<file path="config.mk">
export PLATFORM = sky130hd
export DESIGN_NAME = serial_adder
export DESIGN_NICKNAME = d
export VERILOG_FILES = /design/src/rtl/serial_adder.sv
export SDC_FILE = /design/constraint.sdc
export NUM_CORES = 1
export LEC_CHECK = 0
export ABC_AREA = 1
export CAP_MARGIN = 20
export CORE_ASPECT_RATIO = 0.5
export CORE_MARGIN = 2
export CORE_UTILIZATION = 55
export CTS_CLUSTER_DIAMETER = 200
export DETAILED_ROUTE_END_ITERATION = 12
export HOLD_SLACK_MARGIN = 0.08
export PLACE_DENSITY = 0.8
export SLEW_MARGIN = 20
export SYNTH_ARGS = -nofsm -noshare
export SYNTH_HDL_FRONTEND = slang
export SYNTH_HIERARCHICAL = 1
export SYNTH_SLANG_ARGS = --single-unit
</file>
<file path="constraint.sdc">
create_clock -name clk -period 2.7 [get_ports clk]
set_input_delay 0.54 -clock clk [delete_from_list [all_inputs] [get_ports clk]]
set_output_delay 0.54 -clock clk [all_outputs]
set_load 0.01 [all_outputs]
</file>
<file path="src/rtl/serial_adder.sv">
// -----------------------------------------------------------------------------
// serial_adder -- bit-serial WIDTH-bit adder built around one full_adder.
//
// A start request accepted in IDLE captures a, b and cin.  One operand bit
// pair (LSB first) is then fed through the single full_adder per clock, the
// carry being held in a flop between bits.  Sum bits are collected in a shift
// register and the finished word is registered onto sum/cout when the last
// bit is produced.  done pulses for one cycle after that; start is ignored
// while busy.
//
// Ports:
//   clk    in   1      rising-edge clock
//   rst_n  in   1      asynchronous active-low reset
//   start  in   1      add request, sampled only in IDLE
//   a, b   in   WIDTH  operands, captured on the accepting edge
//   cin    in   1      carry-in, captured on the accepting edge
//   busy   out  1      high while in ADD or DONE
//   done   out  1      one-cycle pulse; sum/cout valid from this cycle
//   sum    out  WIDTH  registered result, held until the next completion
//   cout   out  1      registered carry-out, held with sum
// -----------------------------------------------------------------------------

module full_adder (
  input  logic a,
  input  logic b,
  input  logic ci,
  output logic s,
  output logic co
);
  assign s  = a ^ b ^ ci;
  assign co = (a & b) | (ci & (a ^ b));
endmodule

module serial_adder #(
  parameter int WIDTH = 8
) (
  input  logic             clk,
  input  logic             rst_n,
  input  logic             start,
  input  logic [WIDTH-1:0] a,
  input  logic [WIDTH-1:0] b,
  input  logic             cin,
  output logic             busy,
  output logic             done,
  output logic [WIDTH-1:0] sum,
  output logic             cout
);

  localparam int            CW   = $clog2(WIDTH);
  localparam logic [CW-1:0] LAST = CW'(WIDTH - 1);
  localparam logic [CW-1:0] ONE  = CW'(1);

  typedef enum logic [1:0] {
    IDLE = 2'd0,
    ADD  = 2'd1,
    DONE = 2'd2
  } state_t;

  state_t           state;
  state_t           state_next;
  logic [WIDTH-1:0] a_sr;
  logic [WIDTH-1:0] b_sr;
  // Only WIDTH-1 sum bits need storing: the final bit comes straight from
  // the full adder on the completing edge.
  logic [WIDTH-2:0] s_sr;
  logic [WIDTH-1:0] s_word;
  logic             carry;
  logic [CW-1:0]    count;
  logic             fa_s;
  logic             fa_co;
  logic             last_bit;

  full_adder u_fa (
    .a  (a_sr[0]),
    .b  (b_sr[0]),
    .ci (carry),
    .s  (fa_s),
    .co (fa_co)
  );

  assign last_bit = (count == LAST);
  // Sum word as it stands after the current bit is shifted in.
  assign s_word   = {fa_s, s_sr};

  // Next-state logic for the IDLE -> ADD -> DONE -> IDLE sequence.
  always_comb begin
    state_next = state;
    case (state)
      IDLE: begin
        if (start) begin
          state_next = ADD;
        end else begin
          state_next = IDLE;
        end
      end
      ADD: begin
        if (last_bit) begin
          state_next = DONE;
        end else begin
          state_next = ADD;
        end
      end
      DONE:    state_next = IDLE;
      default: state_next = IDLE;
    endcase
  end

  // State register with busy/done registered from the next state.
  always_ff @(posedge clk or negedge rst_n) begin
    if (!rst_n) begin
      state <= IDLE;
      busy  <= 1'b0;
      done  <= 1'b0;
    end else begin
      state <= state_next;
      busy  <= (state_next != IDLE);
      done  <= (state_next == DONE);
    end
  end

  // Operand capture, bit-serial datapath and result register.
  always_ff @(posedge clk or negedge rst_n) begin
    if (!rst_n) begin
      a_sr  <= '0;
      b_sr  <= '0;
      s_sr  <= '0;
      carry <= 1'b0;
      count <= '0;
      sum   <= '0;
      cout  <= 1'b0;
    end else begin
      case (state)
        IDLE: begin
          if (start) begin
            a_sr  <= a;
            b_sr  <= b;
            carry <= cin;
            count <= '0;
          end else begin
            count <= '0;
          end
        end
        ADD: begin
          carry <= fa_co;
          a_sr  <= {1'b0, a_sr[WIDTH-1:1]};
          b_sr  <= {1'b0, b_sr[WIDTH-1:1]};
          s_sr  <= s_word[WIDTH-1:1];
          if (last_bit) begin
            // Counter parks at zero instead of wrapping past WIDTH-1.
            count <= '0;
            sum   <= s_word;
            cout  <= fa_co;
          end else begin
            count <= count + ONE;
          end
        end
        default: begin
          count <= '0;
        end
      endcase
    end
  end

endmodule

</file>
==> run metrics <==
outcome=finished, final reports clean; r2r worst-path depth=7; NetSw=0.817 mW; Hold Crit Class=input port to async pin; clock period minus worst slack=around 1.7 ns; DR vias=approximately 1.3k; Peak VDD IR=around 0.00078 V; placed cells=268; Max-cap violations=0; WHS=~0.36 ns; crit share post-route=around 64%; Bufs on Longest Clock Path=2; Cell Area, Placed=roughly 0.0020 mm²; FP Rows=14; Slew Limit Headroom=a little over two fifths; critical path class=flip-flop to output port; start point of the critical path=sum[1]; post-CTS setup buffers=0; Least-Margin Pin Slew=0.851 ns; fin area=0.00217 mm²; worst path arrival time=about 1.2 ns; Crit path required time=~2.2 ns; Final nets=around 260; register share of total power=41.9%; Worst setup endpoint=sum[1]; Mean Syn Cell Area=8.51 µm²; achievable frequency=577 MHz; Warnings, synthesis=6; Die W=83.5 µm; Worst Path Buf+Inv=1; GRT Util Overall=between 10% and 20%; CTS H-Tree Depth=2; hold buffers post-CTS=0; chip height=43.7 µm; pin count of the biggest net entering global routing=41; register area share after synthesis=57.6%; final hold violation count=0; initial antenna violation count=0; PortBufs=30; Worst-Skew Late Latency=about 0.28 ns; Mapped Nets=227; total grt overflow=0; PwrDens=approximately 1100 mW/mm²; Post-Syn Instances=just over 200; synthesis-stage register bit count=40; # DRC=0; Post-CTS Resized=0; RSZ-0062 raised after global routing=no; Fin Setup TNS=0 ns; first-pass GRT wire length=5.55 mm; CP max stage cell=clkdlybuf4s50_1; CP Depth=1; RR Endpoint=carry; Final Power=about 2.3 mW; ant diodes=0; startpoint types=flip-flop; cell area after synthesis=0.00174 mm²; final setup skew=roughly 0.0038 ns; crit end category=output port; share of layout cells above drive strength 1=between 6 and 7%; Gate power share=36.1%; CTS tree=done; r2r startpoint=state[1]; final setup violation count=0; Post-Route WL=3.23 mm; Ports=31; vias in the first global route=1,252; Core Box Area=0.00301 mm²; Final Slew Violations=0; crit-path max cell delay=0.55 ns; die area=~0.0037 mm²; post-route ant nets=0; Worst-path clk slew=approximately 0.08 ns; Final GP Congestion=0.774; Power Internal=~1.5 mW; Final Non-Filler Cells=276; Via-to-Cell Ratio=4.87; clock root buffer=clkbuf_8; crit-path cells=clkdlybuf4s50_1; total clock sinks=40; CP max FO=2; Leakage=1.13 nW; Area growth, synth to finish=24.7%; Starting DRT DRC Count=between 90 and 100; cell family with most CP delay=buffers and inverters; drt pass-1 iters=4; setup slack, reg-to-reg=1.10 ns; wire per inst=between 10 and 15 µm; Net Sw Frac=35.4%; Initial Utilization=between 50 and 60%; clock share of power=22.1%; DPL Wire Length=2.07 mm; TritonCTS Buffers=5; Synth cell types=15
[state kept, by name, summed over array words and instances, names as in the netlist, 2 cells and up]
register / cells
state: 2
b_sr: 8
s_sr: 7
a_sr: 8
sum: 8
count: 3
[how the worst min path moves through the flow]
stage	depth (start not counted)	startpoint	endpoint	slack, ns
final	1	rst_n	sum[6]	0.36
after global routing	1	rst_n	done	0.43
after CTS	1	rst_n	done	0.39
after detailed placement	1	count[0]	count[0]	0.44
after global placement	1	count[0]	count[0]	0.43
after floorplan	0	rst_n	a_sr[0]	0.24
[power by group through the flow]
stage	clock network, mW	logic, mW	registers (mW)
after floorplan	0	0.550	0.975
after global routing	0.541	0.950	0.997
final	0.510	0.833	0.967
after detailed placement	0	0.833	0.972
after global placement	0	0.806	0.967
after CTS	0.517	0.840	0.969
[layer usage]
metal / vias to the layer above / routed length (µm) / GRT usage (%)
met5: - / 0 / 0
met4: 0 / 32 / 7.42
met3: 4 / 160 / 7.24
met2: 26 / 1440 / 31.3
met1: 623 / 1600 / 26.4
li1: 691 / - / -
[cells by family (layout without fill, tap and decap cells)]
| kind of cell | after synthesis | count (layout) | share of synthesized area, % |
|---|---|---|---|
| and+or+nand+nor | 123 | 123 | 28.2 |
| adders and majority gates | 3 | 3 | 2.59 |
| AOI/OAI and AO/OA | 16 | 16 | 5.26 |
| DFF | 40 | 40 | 57.6 |
| buffers and inverters | 22 | 54 | 6.27 |
[Yosys cell counts]
library cell,instances,area [µm²]
buf_2,6,30.0
buf_4,1,7.51
buf_6,2,22.5
dfrtp_1,40,1000
fa_1,1,20.0
ha_1,2,25.0
inv_1,11,41.3
inv_2,2,7.51
nand2_1,101,379
nand3_1,17,85.1
nand3_2,1,10.0
nor2_1,3,11.3
nor3_1,1,5.00
o21ai_0,15,75.1
o21ai_4,1,16.3
[through the flow]
| stage | util, % | worst slack [ns] |
|---|---|---|
| after floorplan | - | 1.44 |
| after global placement | 67.9 | 0.884 |
| after detailed placement | 67.9 | 0.851 |
| after CTS | 71.9 | 0.955 |
| after global routing | 71.9 | 0.927 |
| final | 71.9 | 0.966 |
[cells in the final DEF, fill, tap and decap left out]
cell	instances
clkdlybuf4s50_1	29
ha_1	2
nand2_1	101
nor2_1	3
inv_1	11
bufinv_16	1
buf_4	3
clkinv_4	1
o21ai_4	1
dfrtp_1	40
buf_2	1
nand3_2	1
nand3_1	17
nor3_1	1
inv_2	2
fa_1	1
o21ai_0	15
clkbuf_8	6
[area by class of cell]
type / instances / area (µm²)
sequential: 40 / 1000
fill: 230 / 847
timing repair buffer: 33 / 318
clock inverter: 2 / 38.8
multi-input combinational: 142 / 627
clock buffer: 6 / 82.6
inverter: 13 / 48.8
tap: 40 / 50.0
Power figures use the tool's default switching activity.
